`src/rtl/reg_dec_pkg.sv`:
```
// Shared types and constants for the sequenced register-enable decoder.
package reg_dec_pkg;

   localparam int unsigned IDX_W       = 5;
   localparam int unsigned NREG        = 32;
   localparam int unsigned HOLD_W      = 2;
   localparam int unsigned PULSE_W_MIN = 1;
   localparam int unsigned PULSE_W_MAX = 4;

   typedef enum logic {
      IDLE   = 1'b0,
      ACTIVE = 1'b1
   } state_t;

   // True when a hold width fits the 2-bit hold counter.
   function automatic bit pulse_w_legal(input int unsigned pw);
      return (pw >= PULSE_W_MIN) && (pw <= PULSE_W_MAX);
   endfunction

   // Clamp an out-of-range hold width into the supported range.
   function automatic int unsigned pulse_w_clamp(input int unsigned pw);
      if (pulse_w_legal(pw)) return pw;
      if (pw < PULSE_W_MIN)  return PULSE_W_MIN;
      return PULSE_W_MAX;
   endfunction

endpackage

```
`src/rtl/decoder_5_to_32.sv`:
```
// Combinational 5-bit index to 32-bit one-hot decode with enable.
module decoder_5_to_32
   import reg_dec_pkg::*;
(
   input  logic [IDX_W-1:0] idx,
   input  logic             en,
   output logic [NREG-1:0]  onehot
);

   // Single set bit at the selected index, all zeros when disabled.
   always_comb begin
      onehot = '0;
      if (en) onehot[idx] = 1'b1;
   end

endmodule

```
`src/rtl/reg_enable_decoder.sv`:
```
// Sequenced 5-to-32 register-enable decoder.
// Accepts (index, count) over valid/ready and sweeps a registered one-hot
// enable across consecutive registers, PULSE_W cycles per register.
// Optional feature macro: R0_GUARD_EN (blocks register 0, adds guard_err).
module reg_enable_decoder
   import reg_dec_pkg::*;
#(
   parameter int unsigned PULSE_W = 1
)
(
   input  logic              clk,
   input  logic              clr,
   input  logic              req_valid,
   output logic              req_ready,
   input  logic [IDX_W-1:0]  req_idx,
   input  logic [IDX_W-1:0]  req_cnt,
   output logic [NREG-1:0]   en_out,
   output logic              busy,
`ifdef R0_GUARD_EN
   output logic              guard_err,
`endif
   output logic              last
);

   // Widths outside 1..4 are clamped so the hold counter never overflows.
   localparam int unsigned      PW_EFF      = pulse_w_clamp(PULSE_W);
   localparam logic [HOLD_W-1:0] HOLD_RELOAD = HOLD_W'(PW_EFF - 1);

   state_t             state;
   state_t             state_nxt;
   logic [IDX_W-1:0]   cur_idx;
   logic [IDX_W-1:0]   idx_nxt;
   logic [IDX_W-1:0]   remain;
   logic [IDX_W-1:0]   remain_nxt;
   logic [HOLD_W-1:0]  hold;
   logic [HOLD_W-1:0]  hold_nxt;
   logic               slot_start;
   logic               dec_en;
   logic [NREG-1:0]    dec_out;

   // State register.
   always_ff @(posedge clk) begin
      if (clr) state <= IDLE;
      else     state <= state_nxt;
   end

   // Next-state and slot-sequencing logic.
   always_comb begin
      state_nxt  = state;
      idx_nxt    = cur_idx;
      remain_nxt = remain;
      hold_nxt   = hold;
      slot_start = 1'b0;
      case (state)
         IDLE: begin
            if (req_valid && req_ready) begin
               state_nxt  = ACTIVE;
               idx_nxt    = req_idx;
               remain_nxt = req_cnt;
               hold_nxt   = HOLD_RELOAD;
               slot_start = 1'b1;
            end
         end
         ACTIVE: begin
            if (hold != '0) begin
               hold_nxt = hold - 1'b1;
            end else if (remain != '0) begin
               idx_nxt    = cur_idx + 1'b1;
               remain_nxt = remain - 1'b1;
               hold_nxt   = HOLD_RELOAD;
               slot_start = 1'b1;
            end else begin
               state_nxt = IDLE;
            end
         end
         default: state_nxt = IDLE;
      endcase
   end

   // Handshake and status outputs.
   always_comb begin
      req_ready = (state == IDLE) && !clr;
      busy      = (state == ACTIVE);
      last      = (state == ACTIVE) && (remain == '0);
   end

   // Sweep counters.
   always_ff @(posedge clk) begin
      if (clr) begin
         cur_idx <= '0;
         remain  <= '0;
         hold    <= '0;
      end else begin
         cur_idx <= idx_nxt;
         remain  <= remain_nxt;
         hold    <= hold_nxt;
      end
   end

   // The decode is fed from next-cycle values so the registered enable
   // lines up with the state it belongs to, with no extra latency.
`ifdef R0_GUARD_EN
   always_comb dec_en = (state_nxt == ACTIVE) && (idx_nxt != '0);
`else
   always_comb dec_en = (state_nxt == ACTIVE);
`endif

   decoder_5_to_32 u_dec (
      .idx    (idx_nxt),
      .en     (dec_en),
      .onehot (dec_out)
   );

   // Registered enable vector.
   always_ff @(posedge clk) begin
      if (clr) en_out <= '0;
      else     en_out <= dec_out;
   end

`ifdef R0_GUARD_EN
   // One-cycle pulse at the start of a blocked register-0 slot.
   always_ff @(posedge clk) begin
      if (clr) guard_err <= 1'b0;
      else     guard_err <= slot_start && (state_nxt == ACTIVE) && (idx_nxt == '0);
   end
`endif

endmodule

```
`config.mk`:
```
export PLATFORM = sky130hd
export DESIGN_NAME = reg_enable_decoder
export DESIGN_NICKNAME = d
export VERILOG_FILES = /design/src/rtl/reg_dec_pkg.sv /design/src/rtl/decoder_5_to_32.sv /design/src/rtl/reg_enable_decoder.sv
export SDC_FILE = /design/constraint.sdc
export NUM_CORES = 1
export LEC_CHECK = 0
export ABC_AREA = 0
export BUFFER_PORTS_ARGS = -buffer_cell sky130_fd_sc_hd__buf_2
export CAP_MARGIN = 10
export CORE_MARGIN = 2
export CORE_UTILIZATION = 46
export CTS_BUF_LIST = sky130_fd_sc_hd__clkbuf_16
export DETAILED_ROUTE_END_ITERATION = 10
export GPL_ROUTABILITY_DRIVEN = 1
export GPL_TIMING_DRIVEN = 0
export PLACE_DENSITY = 0.72
export SYNTH_ARGS = -nofsm -noshare
export SYNTH_HDL_FRONTEND = slang
export SYNTH_SLANG_ARGS = --single-unit
```
`constraint.sdc`:
```
create_clock -name clk -period 1.93 [get_ports clk]
set_clock_uncertainty 0.05 [all_clocks]
set_input_delay 0.0965 -clock clk [delete_from_list [all_inputs] [get_ports clk]]
set_output_delay 0.0965 -clock clk [all_outputs]
set_load 0.1 [all_outputs]
```
==> results by stage, run 1 <==
Finish:
- Cells fill between 60 and 70% of the core in the end.
- The net total in the final layout is roughly 260.
- The area taken by multi-input logic gates is between 900 and 1000 um^2.
- Excluding fillers, the count of instances in the completed layout stands at 295.
- The proportion of layout cells with a drive suffix above 1 is between 40% and 50%.
- The sequential cells in the finished layout cover a total of about 910 um^2.
- The layout overhead on the synthesized area is 42.1%.
- The filler cell count in the final layout is approximately 290.
- The count of antenna diodes in the layout is 0.

Logic synthesis:
- The prevailing post-synth register cell is dfxtp_1.
- Among all cell types in the netlist, the one instantiated most often is dfxtp_1.
- After synthesis, the mean cell area works out to between 9 and 10 um^2.
- The proportion of synthesized chip area in sequential cells is 52.5%.
- Synthesis handed over a netlist of 185 instances.
- Summed over its instances, the top area cell type makes up a little over half of the synthesized netlist area.
- The synthesized netlist contains 40 unique library cells.
- During synthesis, Yosys emitted a total of 0 warnings.
- In the synthesized netlist the async set-or-reset flop fraction comes to 0%.
- The number of synthesized flops with an enable pin is 0.
- In this run the cell area of the synthesized design comes to 1720 um^2.
- By area the synthesized netlist is led by dfxtp_1 52%, nor2_1 8.7%, nand3_1 3.2%.
- The synthesis-stage register bit count is 45.
- After synthesis, the most frequently instantiated cells are 45 x dfxtp_1, 40 x nor2_1, 11 x nand3_1.
- The biggest area consumer among synthesized cells is dfxtp_1.
- Counting every net in the synthesized netlist gives 200.

Run status:
- The checks that failed: negative setup slack.
- The flow ran to the end, but the final reports show violations.

GRT:
- Global routing finished with a remaining overflow of 0.
- The first global-routing pass estimated roughly 5900 um of wire.
- The global router's overall resource usage is 18.2%.
- The pin count of the biggest net entering global routing is 14.
- The number of global-route vias before repair was 1304.
- The initial antenna violation count is 0.

Timing:
- The number of max-slew violations in the final report was 0.
- The number of hold-slack violations in the final timing report is 0.
- At the pin with the least slew margin, the transition time is around 520 ps.
- Measured against its own limit, the worst slew margin works out to 65.3%.
- For this run, the top clock speed supported by timing is 0.491 GHz.
- The worst hold slack across all endpoints is between 100 and 150 ps.
- The setup slack after layout is -106 ps.
- Setup repair after global routing could not meet its margin everywhere.
- The final critical-path share of the clock period is 105%.
- Setup violations remaining at the end of the flow were counted as 32.
- The time the worst path needs with I/O delays and setup is between 2000 and 2500 ps.

Drt:
- The detailed router finished its first iteration with 67 violations.
- The post-detailed-route DRC marker count is 0.
- The routed wirelength normalized by instance count is between 10 and 15 um.
- Dividing the detail-routed via count by the number of cells gives approximately 5.3.
- The first detailed-routing pass ran for 4 iterations.
- After detailed routing, the total wire length is 3870 um.
- The detail route stage leaves a number of antenna-violating nets equal to 0.
- The total via count after detailed routing is ~1600.

Worst setup path:
- The worst setup path is captured at a flip-flop.
- Among the stages of the critical path, the cell type that occurs most often is buf_6.
- Along the worst path, the maximum fanout reaches 8.
- The slack of the worst reg-to-reg path is -110 ps.
- Grouping stages by cell kind, the critical path spends the most delay in simple AND/OR/NAND/NOR gates.
- The slowest stage of the critical path belongs to the cell or4_4.
- Traced cell by cell, the critical path runs through inv_2, ha_4, nor4b_4, buf_6, or4_4, a31oi_4, nand2b_1, buf_6, nor2_1.
- In this run the critical register-to-register path is launched from remain[1]$_SDFFE_PP0P_.
- The required time of the worst setup path is slightly above 2000 ps.
- The setup path with the least slack is of type reg -> reg.
- The startpoint type of the worst setup path is a flip-flop.
- For this run, the slowest stage of the critical path takes around 520 ps.
- The data arrival time of the critical path is between 2000 and 2500 ps.
- Counting both buffers and inverters, the worst setup path holds a total of 3.
- The worst register-to-register path ends at en_out[20]$_SDFF_PP0_.
- For the worst flop-to-flop path, the logic depth is 9.

Place:
- Routability-driven placement finished with a final weighted congestion of 0.723.
- The number of I/O port buffers is 47.
- The half-perimeter wire length after placement is between 2000 and 3000 um.
- Timing analysis after detailed placement gives a worst setup slack of -124 ps.
- Including well taps, the total number of placed cells is between 200 and 300.

Die:
- 48 I/O pins were placed.
- The floorplan has 22 rows.
- The full die area is approximately 4200 um^2.
- The width of the die is roughly 65 um.
- The initial utilization of the core area, before any placement, comes to 47.2%.
- The core region is 3630 um^2.
- The floorplan step set the die height to roughly 65 um.

Power and ir drop:
- For this design the total switching power over the nets is 0.000848 W.
- Cell internal power was estimated by the tool at between 0.0015 and 0.002 W.
- IR analysis of the VDD net gives a maximum drop of slightly above 0.0006 V.
- The part of the power in the clock network is around 34%.
- The leakage component of the power is 1.03 nW.
- In this run the power density over the cells is roughly 1100 nW/um^2.
- The relative contribution of combinational cells to total power is 28.3%.
- The proportion of power drawn by flip-flops and latches is between 30% and 40%.
- The fraction of power spent switching nets is a little under a third.

Clock network:
- The total CTS buffers is 5.
- The later-pin clock latency in the skew report is about 280 ps.
- The number of H-tree branching levels is 2.
- The clock transition at the registers of the reported paths is approximately 60 ps.
- The clock tree from TritonCTS is yes.
- The longest clock path from root to sink contains 2 buffers.
- The hold buffer count at cts is 0.
- The root buffer selected by CTS is clkbuf_16.
- The number of clock sinks seen by CTS is 45.

Min path:
- The worst hold path terminates at remain[2]$_SDFFE_PP0P_.
- The path class of the tightest hold or removal check is in -> reg.
- The origin of the worst min-delay path is req_cnt[2].
- The instance count along the most critical hold path is 4.

Run:
- The max-capacitance violation count is 0.
## worst max-delay path by stage
stage | start | endpoint | cells after the start
2_1_floorplan | remain[1]$_SDFFE_PP0P_ | en_out[3]$_SDFF_PP0_ | 8
3_3_place_gp | remain[1]$_SDFFE_PP0P_ | en_out[0]$_SDFF_PP0_ | 8
3_5_place_dp | remain[1]$_SDFFE_PP0P_ | en_out[2]$_SDFF_PP0_ | 8
4_1_cts | remain[0]$_SDFFE_PP0P_ | en_out[16]$_SDFF_PP0_ | 8
5_1_grt | remain[1]$_SDFFE_PP0P_ | en_out[28]$_SDFF_PP0_ | 8
6_report | remain[1]$_SDFFE_PP0P_ | en_out[20]$_SDFF_PP0_ | 9
## through the flow
step                total power, W  instance area, um^2  setup TNS, ps
floorplan                  0.00151                 1760              0
global placement           0.00162                 2050          -2420
detailed placement         0.00163                 2050          -2890
CTS                        0.00260                 2290          -1790
global route               0.00282                 2440          -5310
finish                     0.00270                 2440          -2530
## power by group through the flow
stage               Clock [W]  Combinational [W]  Sequential (W)
global route         0.000976           0.000817         0.00102
CTS                  0.000931           0.000652         0.00101
global placement            0           0.000590         0.00103
floorplan                   0           0.000362         0.00115
finish               0.000916           0.000765         0.00102
detailed placement          0           0.000596         0.00103
## metal layers
metal	share of wire (%)	track usage [%]	vias up
met5	0	0	-
met4	1.9	7.55	0
met3	5.8	5.48	7
met2	48	29.9	54
met1	44	22.3	722
li1	-	-	768
## cell families (layout without fill, tap and decap cells)
| logic type | Yosys count | after routing | synth area share, % |
|---|---|---|---|
| AOI/OAI and AO/OA | 30 | 30 | 11.8 |
| adders and majority gates | 2 | 2 | 1.46 |
| DFF | 45 | 45 | 52.5 |
| muxes | 1 | 1 | 0.583 |
| buffers and inverters | 10 | 72 | 2.84 |
| and+or+nand+nor | 97 | 97 | 30.8 |
## area by class of cell
type | instances | share of cell area (%)
clock buffer | 5 | 5.13
sequential | 45 | 37.2
clock inverter | 2 | 1.44
inverter | 3 | 0.462
timing repair buffer | 55 | 12.9
multi-input combinational | 130 | 38.4
tap | 48 | 2.46
buffer | 7 | 2.05
## repair_timing
item | in CTS | in global routing
endpoints found under the setup margin | 38 | 38
gates resized for setup | 12 | 24
pin swaps | 15 | 3
buffers inserted | 3 | 5
## sequential cells by signal, summed over array words and instances (netlist names)
register,cells
en_out,32
cur_idx,5
remain,5
busy,1
hold,2
## placed cells by master (no fill, tap or decap), types with 2 or more instances in the layout
cell / netlist / layout
buf_2: 3 / 47
dfxtp_1: 45 / 41
nor2_1: 40 / 38
nor2_2: 8 / 9
buf_4: 0 / 7
nand3_1: 11 / 6
a211oi_1: 6 / 5
nand3_2: 0 / 5
a21oi_1: 7 / 5
clkbuf_16: 0 / 5
nand2_1: 5 / 4
and3b_1: 4 / 4
buf_6: 1 / 4
o21ai_0: 5 / 4
nand2b_1: 3 / 3
nor3b_1: 4 / 3
nor2b_1: 4 / 3
dfxtp_2: 0 / 3
inv_2: 0 / 2
clkbuf_1: 2 / 2
or2_1: 2 / 2
or3_1: 3 / 2
nor4b_2: 0 / 2
a31oi_2: 0 / 2
nand3b_1: 2 / 2
## worst register-to-register path: stages, from the launching register on
cell and delay (ps):
dfxtp_2 350, inv_2 50, ha_4 150, nor4b_4 120
buf_6 150, or4_4 530, a31oi_4 200, nand2b_1 150
buf_6 140, nor2_1 50
No activity file was read; power rests on OpenSTA's default activity.
==> run 2, diff against run 1 <==
CORE_UTILIZATION = 47   (was 46)
SYNTH_HIERARCHICAL = 1   (was unset)
==> run 2 against run 1 <==
The flow still finishes with violations (negative setup slack). Sequential share of layout area fell by 2.8 points. Synthesized cell count rose by 21%. Cell count rose by 15%. Final area rose by 7.9%. Power fell by 6.3%. First-iteration DRC count rose by 9.0%. Largest cell class unchanged.
==> results by stage, run 2 <==
Run status:
- The run finished, with violations left.
- The checks that failed: negative setup slack.

Logic synthesis:
- The total nets after synthesis is 239 (+20%).
- The share of flip-flops with an asynchronous set or reset came to 0% (unchanged).
- The instance count of the mapped netlist is 224 (+21%).
- The most frequent cell after synthesis is nor2_1.
- The count of unique library cells instantiated by Yosys is 43 (+7.5%).
- The synthesis-stage register bit count is 45 (unchanged).
- The area of the mapped netlist was 1930 um^2 (+12%).
- Sorting the synthesized cells by area gives the leading types as dfxtp_1 47%, nor2b_1 12%, nor2_1 9.0%.
- The area fraction of the dominant cell type after synthesis is 46.8% (-5.7 points).
- The number of synthesized flops with an enable pin is 0 (unchanged).
- The most used flip-flop cell after synthesis is dfxtp_1.
- dfxtp_1 takes more of the synthesized area than any other cell.
- The proportion of synthesized chip area in sequential cells is 46.8% (-5.7 points).
- The average cell area after synthesis is 8.60 um^2 (-7.4%).
- The count of synthesis-stage warnings from yosys is 6 (+6).
- Counting instances in the post-synthesis netlist gives the leading cell types as 46 x nor2_1, 45 x dfxtp_1, 38 x nor2b_1.

Clock network:
- The number of H-tree branching levels is 2 (unchanged).
- The number of clock sinks seen by CTS is 45 (unchanged).
- The later-pin clock latency in the skew report is 280 ps (about the same).
- The tree is rooted in a clkbuf_16.
- The maximum count of clock buffers along a single path is 2 (unchanged).
- The clock tree from TritonCTS is yes.
- The clock transition at the registers of the reported paths is 70 ps (about the same).
- The total CTS buffers is 5 (unchanged).

Worst setup path:
- The startpoint identified for the worst register-to-register timing path is remain[0]$_SDFFE_PP0P_.
- The largest individual stage delay along the critical path comes from the cell or4b_4.
- The depth of the worst register-to-register path is 9 (unchanged).
- The data arrival time of the critical path is 2590 ps (+430 ps).
- The critical path goes through inv_2, ha_4, or4b_4, and3_4, a21oi_4, a211oi_4, or4b_4, nor2_1, nor2b_1.
- The critical path is of the reg -> reg type.
- The largest fanout on the critical path came to 7 (-1).
- The slack of the worst reg-to-reg path is -490 ps (-380 ps).
- The longest individual stage delay on the worst path was 580 ps (+60 ps).
- The worst setup path is launched from a flip-flop.
- The kind of cell with the highest combined delay on the critical path is simple AND/OR/NAND/NOR gates.
- The required time of the worst setup path is 2100 ps (+50 ps).
- The most numerous cell type found on the critical path is or4b_4.
- The endpoint class of the critical path is a flip-flop.
- The sum of buffers and inverters on the critical path is 1 (-2).
- The worst register-to-register path ends at en_out[0]$_SDFF_PP0_.

Min path:
- The end point of the worst hold path is cur_idx[0]$_SDFF_PP0_.
- The worst min-delay path category is in -> reg.
- The instance count along the most critical hold path is 3 (-1).
- The startpoint identified for the worst hold timing path is req_idx[0].

Place:
- The number of I/O port buffers is 47 (unchanged).
- The placement-stage cell area came to 2270 um^2 (+11%).
- The placer congestion estimate is 0.814 (+13%).
- The cell count after placement is 321 (+15%).
- The half-perimeter wire length after placement came to 2910 um (+15%).

Die:
- The width of the die came to 68.0 um (+4.5%).
- The chip height is 68.0 um (+4.5%).
- The starting density of the core came to 48.5% (+1.2 points).
- The core footprint is 3970 um^2 (+9.3%).
- The count of standard-cell rows is 23 (+4.5%).
- The number of top-level pins is 48 (unchanged).
- The full die area was 4620 um^2 (+9.2%).

GRT:
- The global-route met1 utilization is 24.9% (+2.6 points).
- The global router's overall resource usage was 19.9% (+1.7 points).
- The number of global-route vias before repair is 1527 (+17%).
- The first-pass GRT wire length is 6900 um (+17%).
- After global routing, the most crowded layer is met2.
- The initial antenna violation count is 0 (unchanged).
- The final global-route overflow total was 0 (unchanged).
- The routing usage on met2 is 32.6% (+2.7 points).
- The pin count of the biggest net entering global routing is 16 (+2).
- The met3 usage is 4.77% (-0.71 points).

Power and ir drop:
- The leakage component of the power is 1.12 nW (+9.1%).
- The worst supply voltage drop on vdd is 0.000500 V (-18%).
- The total power density per cell area is 961 nW/um^2 (-13%).
- The overall power is 0.00253 W (-6.3%).

Finish:
- The storage element area is 907 um^2 (-0.14%).
- The layout overhead on the synthesized area is 36.7%.
- The largest registers in the layout are en_out x32, cur_idx x5, remain x5.
- The net total in the final layout is 302 (+15%).
- In the layout the commonest cells are 46 x buf_2, 42 x dfxtp_1, 40 x nor2_1.
- The post-layout instance count excluding filler cells is 338 (+15%).
- The design area is 2630 um^2 (+7.9%).
- The area taken by multi-input logic gates came to 1110 um^2 (+19%).
- The count of antenna diodes in the layout is 0 (unchanged).
- The filler cell count in the final layout is 337 (+18%).
- The flip-flop count of the largest register, all copies and words added is 32 (unchanged).
- The largest register by flop count is en_out.
- The proportion of layout cells with a drive suffix above 1 came to 37.2% (-7.0 points).
- The commonest non-fill, non-tap cell in the layout is buf_2.

Timing:
- The time the worst path needs with I/O delays and setup is 2420 ps (+384 ps).
- The measured slew at the worst slew-check pin is 549 ps (+31.8 ps).
- The setup slack after layout is -490 ps (-384 ps).
- The number of max-slew violations in the final report is 0 (unchanged).
- Setup repair after global routing could not meet its margin everywhere.
- The worst hold slack across all endpoints is 66.7 ps (-52.4 ps).
- The tightest slew margin relative to the limit was 63.4% (-1.9 points).
- The setup violation total in the final timing report is 33 (+3.1%).
- The final critical-path share of the clock period came to 125% (+20 points).
- The number of hold-slack violations in the final timing report is 0 (unchanged).
- The highest clock frequency the design can meet is 0.413 GHz (-16%).

Drt:
- The wire length reported by the detailed router is 4290 um (+11%).
- The total via count after detailed routing was 1728 (+11%).
- The vias per cell came to 5.11 (-2.8%).
- The number of detailed-route iterations in the first pass was 5 (+1).
- The post-detailed-route DRC marker count came to 0 (unchanged).
- The number of routed nets with antenna violations is 0 (unchanged).
- The number of violations reported at the end of detailed-routing iteration 0 is 73 (+9.0%).
- The routed wirelength normalized by instance count came to 12.7 um (-3.3%).

Run:
- The max-capacitance violation count is 0 (unchanged).
[run 2: cell types whose count changed after synthesis, moves of 4 or more]
cell	change
nor2_2	-8
clkbuf_1	+9
nor2b_1	+34
and3b_1	-4
nor2_1	+6
nand3_1	-7
[run 2: area by class of cell]
| cell class | count | area share (%) |
|---|---|---|
| sequential | 45 | 34.5 |
| clock inverter | 3 | 0.808 |
| buffer | 9 | 1.38 |
| tap | 50 | 2.38 |
| clock buffer | 5 | 4.75 |
| timing repair buffer | 60 | 13.4 |
| multi-input combinational | 161 | 42.2 |
| inverter | 5 | 0.713 |
[run 2: tightest hold or removal path: stages]
cell and delay, ps:
buf_2 90, a2bb2oi_1 50, a21oi_1 130
[run 2: worst max-delay path by stage]
stage | cells past startpoint | slack [ps] | end | startpoint
final | 9 | -490 | en_out[0]$_SDFF_PP0_ | remain[0]$_SDFFE_PP0P_
after global routing | 9 | -570 | en_out[0]$_SDFF_PP0_ | remain[0]$_SDFFE_PP0P_
after CTS | 9 | -470 | en_out[0]$_SDFF_PP0_ | remain[0]$_SDFFE_PP0P_
after detailed placement | 10 | -950 | en_out[28]$_SDFF_PP0_ | remain[0]$_SDFFE_PP0P_
after floorplan | 9 | -730 | en_out[0]$_SDFF_PP0_ | remain[1]$_SDFFE_PP0P_
after global placement | 10 | -870 | en_out[30]$_SDFF_PP0_ | remain[0]$_SDFFE_PP0P_
[run 2: through the flow]
stage                     util (%)  setup WS, ps  setup TNS, ps
after detailed placement      57.2          -950         -27140
final                         66.3          -490         -13290
after floorplan                  -          -732         -22460
after global placement        57.2          -868         -25900
after global routing          66.3          -566         -17090
after CTS                     64.9          -470         -12240
[run 2: repair_timing]
| action | CTS | global route |
|---|---|---|
| resized for setup | 20 | 16 |
| hold buffers | 0 | 0 |
| setup endpoints to repair | 40 | 37 |
| setup buffers | 12 | 2 |
| endpoints found under the hold margin | 0 | 0 |
| pin swaps | 17 | 14 |
[run 2: power by group]
part,leakage (nW),internal [W],switching (W)
Combinational,0.683,0.000269,0.000418
Clock,0.0702,0.000482,0.000363
Sequential,0.366,0.000968,0.0000300
[run 2: kinds of logic after synthesis]
group	share of synthesized area [%]
AO/OA/AOI/OAI	12.0
XOR/XNOR	0.455
adder cells (fa/ha/maj)	1.30
buffers and inverters	3.90
flip-flops	46.8
multiplexers	0.520
AND/OR/NAND/NOR	35.1
[run 2: routing by layer]
metal  vias to the layer above  wire [um]
met5                         -          0
met4                         0         84
met3                         8        179
met2                        40       2090
met1                       798       1930
li1                        882          -
==> run 3, diff against run 2 <==
PLACE_DENSITY = unset   (was 0.72)
PLACE_DENSITY_LB_ADDON = 0.1   (was unset)
==> run 3 against run 2 <==
Sequential cell count is the same. Non-clock buffer count grew 2. Combinational power grew 2%. Cell count grew 0.30%. Die area is the same. Critical path depth is the same. Global-route usage shrank 0.25 points. Sequential share of layout area shrank 0.71 points. Highest routed layer unchanged. The flow still finishes with violations (negative setup slack). Largest power group unchanged.
==> results by stage, run 3 (synthesis results as in run 2) <==
Finish:
- In the layout the commonest cells are 46 x buf_2, 42 x nor2_1, 42 x dfxtp_1.
- Leaving out fill and tap cells, the most frequent cell in the layout is buf_2.
- The proportion of layout cells with a drive suffix above 1 came to 38.8% (+1.6 points).
- The net total in the final layout is 304 (+0.66%).
- The largest registers in the layout are en_out x32, cur_idx x5, remain x5.
- The flip-flop count of the largest register, all copies and words added is 32 (unchanged).
- The area growth from synthesis to layout is 39.6%.
- The count of antenna diodes in the layout is 0 (unchanged).
- en_out holds more flip-flops than any other register.
- The utilization after layout is 67.7% (+1.4 points).

Timing:
- The number of hold-slack violations in the final timing report is 0 (unchanged).
- The tightest slew margin relative to the limit is 67.5% (+4.1 points).
- The setup slack after layout is -518 ps (-28.3 ps).
- The worst hold slack across all endpoints was 38.7 ps (-27.9 ps).
- The time the worst path needs with I/O delays and setup is 2450 ps (+28.3 ps).
- The setup TNS after final layout is -14130 ps (-842 ps).
- The measured slew at the worst slew-check pin is 491 ps (-58.7 ps).
- The final critical-path share of the clock period is 127% (+1.5 points).
- The highest clock frequency the design can meet is 0.408 GHz (-1.2%).
- The setup violation total in the final timing report came to 35 (+6.1%).
- The number of max-slew violations in the final report is 0 (unchanged).
- Setup repair after global routing could not meet its margin everywhere.

Place:
- The half-perimeter wire length after placement is 2860 um (-1.5%).
- The number of I/O port buffers is 47 (unchanged).
- The placer congestion estimate is 0.734 (-9.8%).

Drt:
- The routed wirelength normalized by instance count is 12.5 um (-1.2%).
- The vias per cell is 5.17 (+1.1%).
- The post-detailed-route DRC marker count is 0 (unchanged).
- The total via count after detailed routing came to 1752 (+1.4%).
- The wire length reported by the detailed router came to 4240 um (-0.96%).
- The number of routed nets with antenna violations is 0 (unchanged).
- The number of detailed-route iterations in the first pass was 4 (-1).
- The number of violations reported at the end of detailed-routing iteration 0 was 58 (-21%).

Worst setup path:
- The endpoint class of the critical path is a flip-flop.
- The critical path class is reg -> reg.
- The data arrival time of the critical path came to 2610 ps (+20 ps).
- The longest individual stage delay on the worst path came to 570 ps (about the same).
- Walking the worst path, the cells encountered are inv_2, ha_4, or4b_4, nand3_2, mux2i_4, nor2_4, or4b_4, nor2_1, nor2b_1.
- The critical-path cell with the highest stage delay is or4b_4.
- The largest fanout on the critical path is 8 (+1).
- The worst setup path is launched from a flip-flop.
- The required time of the worst setup path is 2090 ps (about the same).
- The sum of buffers and inverters on the critical path is 1 (unchanged).
- In this design, the largest share of critical-path delay is due to simple AND/OR/NAND/NOR gates.
- The library cell appearing most often on the critical path is or4b_4.

GRT:
- The number of global-route vias before repair came to 1548 (+1.4%).
- The pin count of the biggest net entering global routing is 14 (-2).
- The first-pass GRT wire length is 6840 um (-0.81%).
- The initial antenna violation count is 0 (unchanged).
- The final global-route overflow total is 0 (unchanged).
- The global router's overall resource usage is 19.7% (-0.25 points).

Clock network:
- The clock transition at the registers of the reported paths is 60 ps (about the same).
- The maximum count of clock buffers along a single path was 2 (unchanged).
- CTS placed an instance of clkbuf_16 at the clock tree root.
- The number of H-tree branching levels was 2 (unchanged).
- The later-pin clock latency in the skew report is 280 ps (about the same).
- TritonCTS built the clock tree.
- The hold buffer count at cts came to 0 (unchanged).
- The number of clock sinks seen by CTS is 45 (unchanged).
- The total CTS buffers came to 5 (unchanged).

Power and ir drop:
- The proportion of power drawn by flip-flops and latches is 39.0% (-0.4 points).
- The fraction of power spent switching nets is 30.1% (-1.9 points).
- The leakage component of the power is 1.14 nW (+2.0%).
- The relative contribution of combinational cells to total power is 27.4% (+0.2 points).
- The part of the power in the clock network is 33.7% (+0.3 points).
- The internal power came to 0.00179 W (+4.1%).
- The total net switching power is 0.000772 W (-4.9%).
- The worst supply voltage drop on vdd is 0.000378 V (-24%).
- The total power density per cell area was 953 nW/um^2 (-0.85%).

Die:
- The count of standard-cell rows is 23 (unchanged).
- The number of top-level pins is 48 (unchanged).
- The core footprint is 3970 um^2 (unchanged).
- The width of the die was 68.0 um (unchanged).
- The starting density of the core is 48.5% (unchanged).
- The chip height came to 68.0 um (unchanged).
- The full die area is 4620 um^2 (unchanged).

Run:
- The max-capacitance violation count is 0 (unchanged).

Run status:
- The checks that failed: negative setup slack.
- The flow ran to the end, but the final reports show violations.

Min path:
- The worst min-delay path category is in -> reg.
-- run 3: final timing paths --
check,start,end,slack [ps],cells past startpoint
setup / recovery,remain[0]$_SDFFE_PP0P_,en_out[0]$_SDFF_PP0_,-520,9
hold / removal,req_cnt[0],remain[0]$_SDFFE_PP0P_,40,3
setup reg to reg,remain[0]$_SDFFE_PP0P_,en_out[0]$_SDFF_PP0_,-520,9
hold reg to reg,cur_idx[1]$_SDFF_PP0_,cur_idx[1]$_SDFF_PP0_,440,2
-- run 3: through the flow --
step	total power, W	instances	setup WS [ps]	cell area, um^2
after global routing	0.00268	339	-628	2690
after floorplan	0.00146	224	-732	1970
after global placement	0.00157	321	-874	2270
after detailed placement	0.00157	321	-934	2270
after CTS	0.00252	335	-485	2560
final	0.00256	339	-518	2690
-- run 3: timing repair --
item,in CTS,in global routing
setup buffers,11,4
pin swaps,15,19
resized for setup,19,21
endpoints found under the setup margin,40,39
-- run 3: area by class of cell --
| class | count | area [um^2] |
|---|---|---|
| fillers | 343 | 1280 |
| multi-input cells | 161 | 1150 |
| flip-flops and latches | 45 | 907 |
| repair buffers | 62 | 354 |
| clock buffers | 6 | 150 |
| well taps | 50 | 62.6 |
| plain buffers | 9 | 36.3 |
| inverters | 5 | 18.8 |
| clock inverters | 1 | 5.00 |
-- run 3: routing by layer --
metal / GRT usage [%] / up-vias / share of wire, %
met5: 0 / - / 0
met4: 6.25 / 0 / 1.6
met3: 4.44 / 7 / 5.7
met2: 37.1 / 48 / 52
met1: 21.6 / 812 / 40
li1: - / 885 / -
-- run 3: power by group through the flow --
stage / sequential, W / clock (W) / combinational [W]
2_1_floorplan: 0.00110 / 0 / 0.000364
3_3_place_gp: 0.00102 / 0 / 0.000553
3_5_place_dp: 0.00102 / 0 / 0.000556
4_1_cts: 0.000997 / 0.000890 / 0.000632
5_1_grt: 0.00100 / 0.000919 / 0.000756
6_report: 0.000998 / 0.000862 / 0.000701
-- run 3: worst reg2reg max path, delay by kind of cell, from the launching register on --
family,cells,cell delay [ps]
adders and majority gates,1,130
buffers and inverters,1,70
DFF,1,320
muxes,1,280
and+or+nand+nor,6,1520
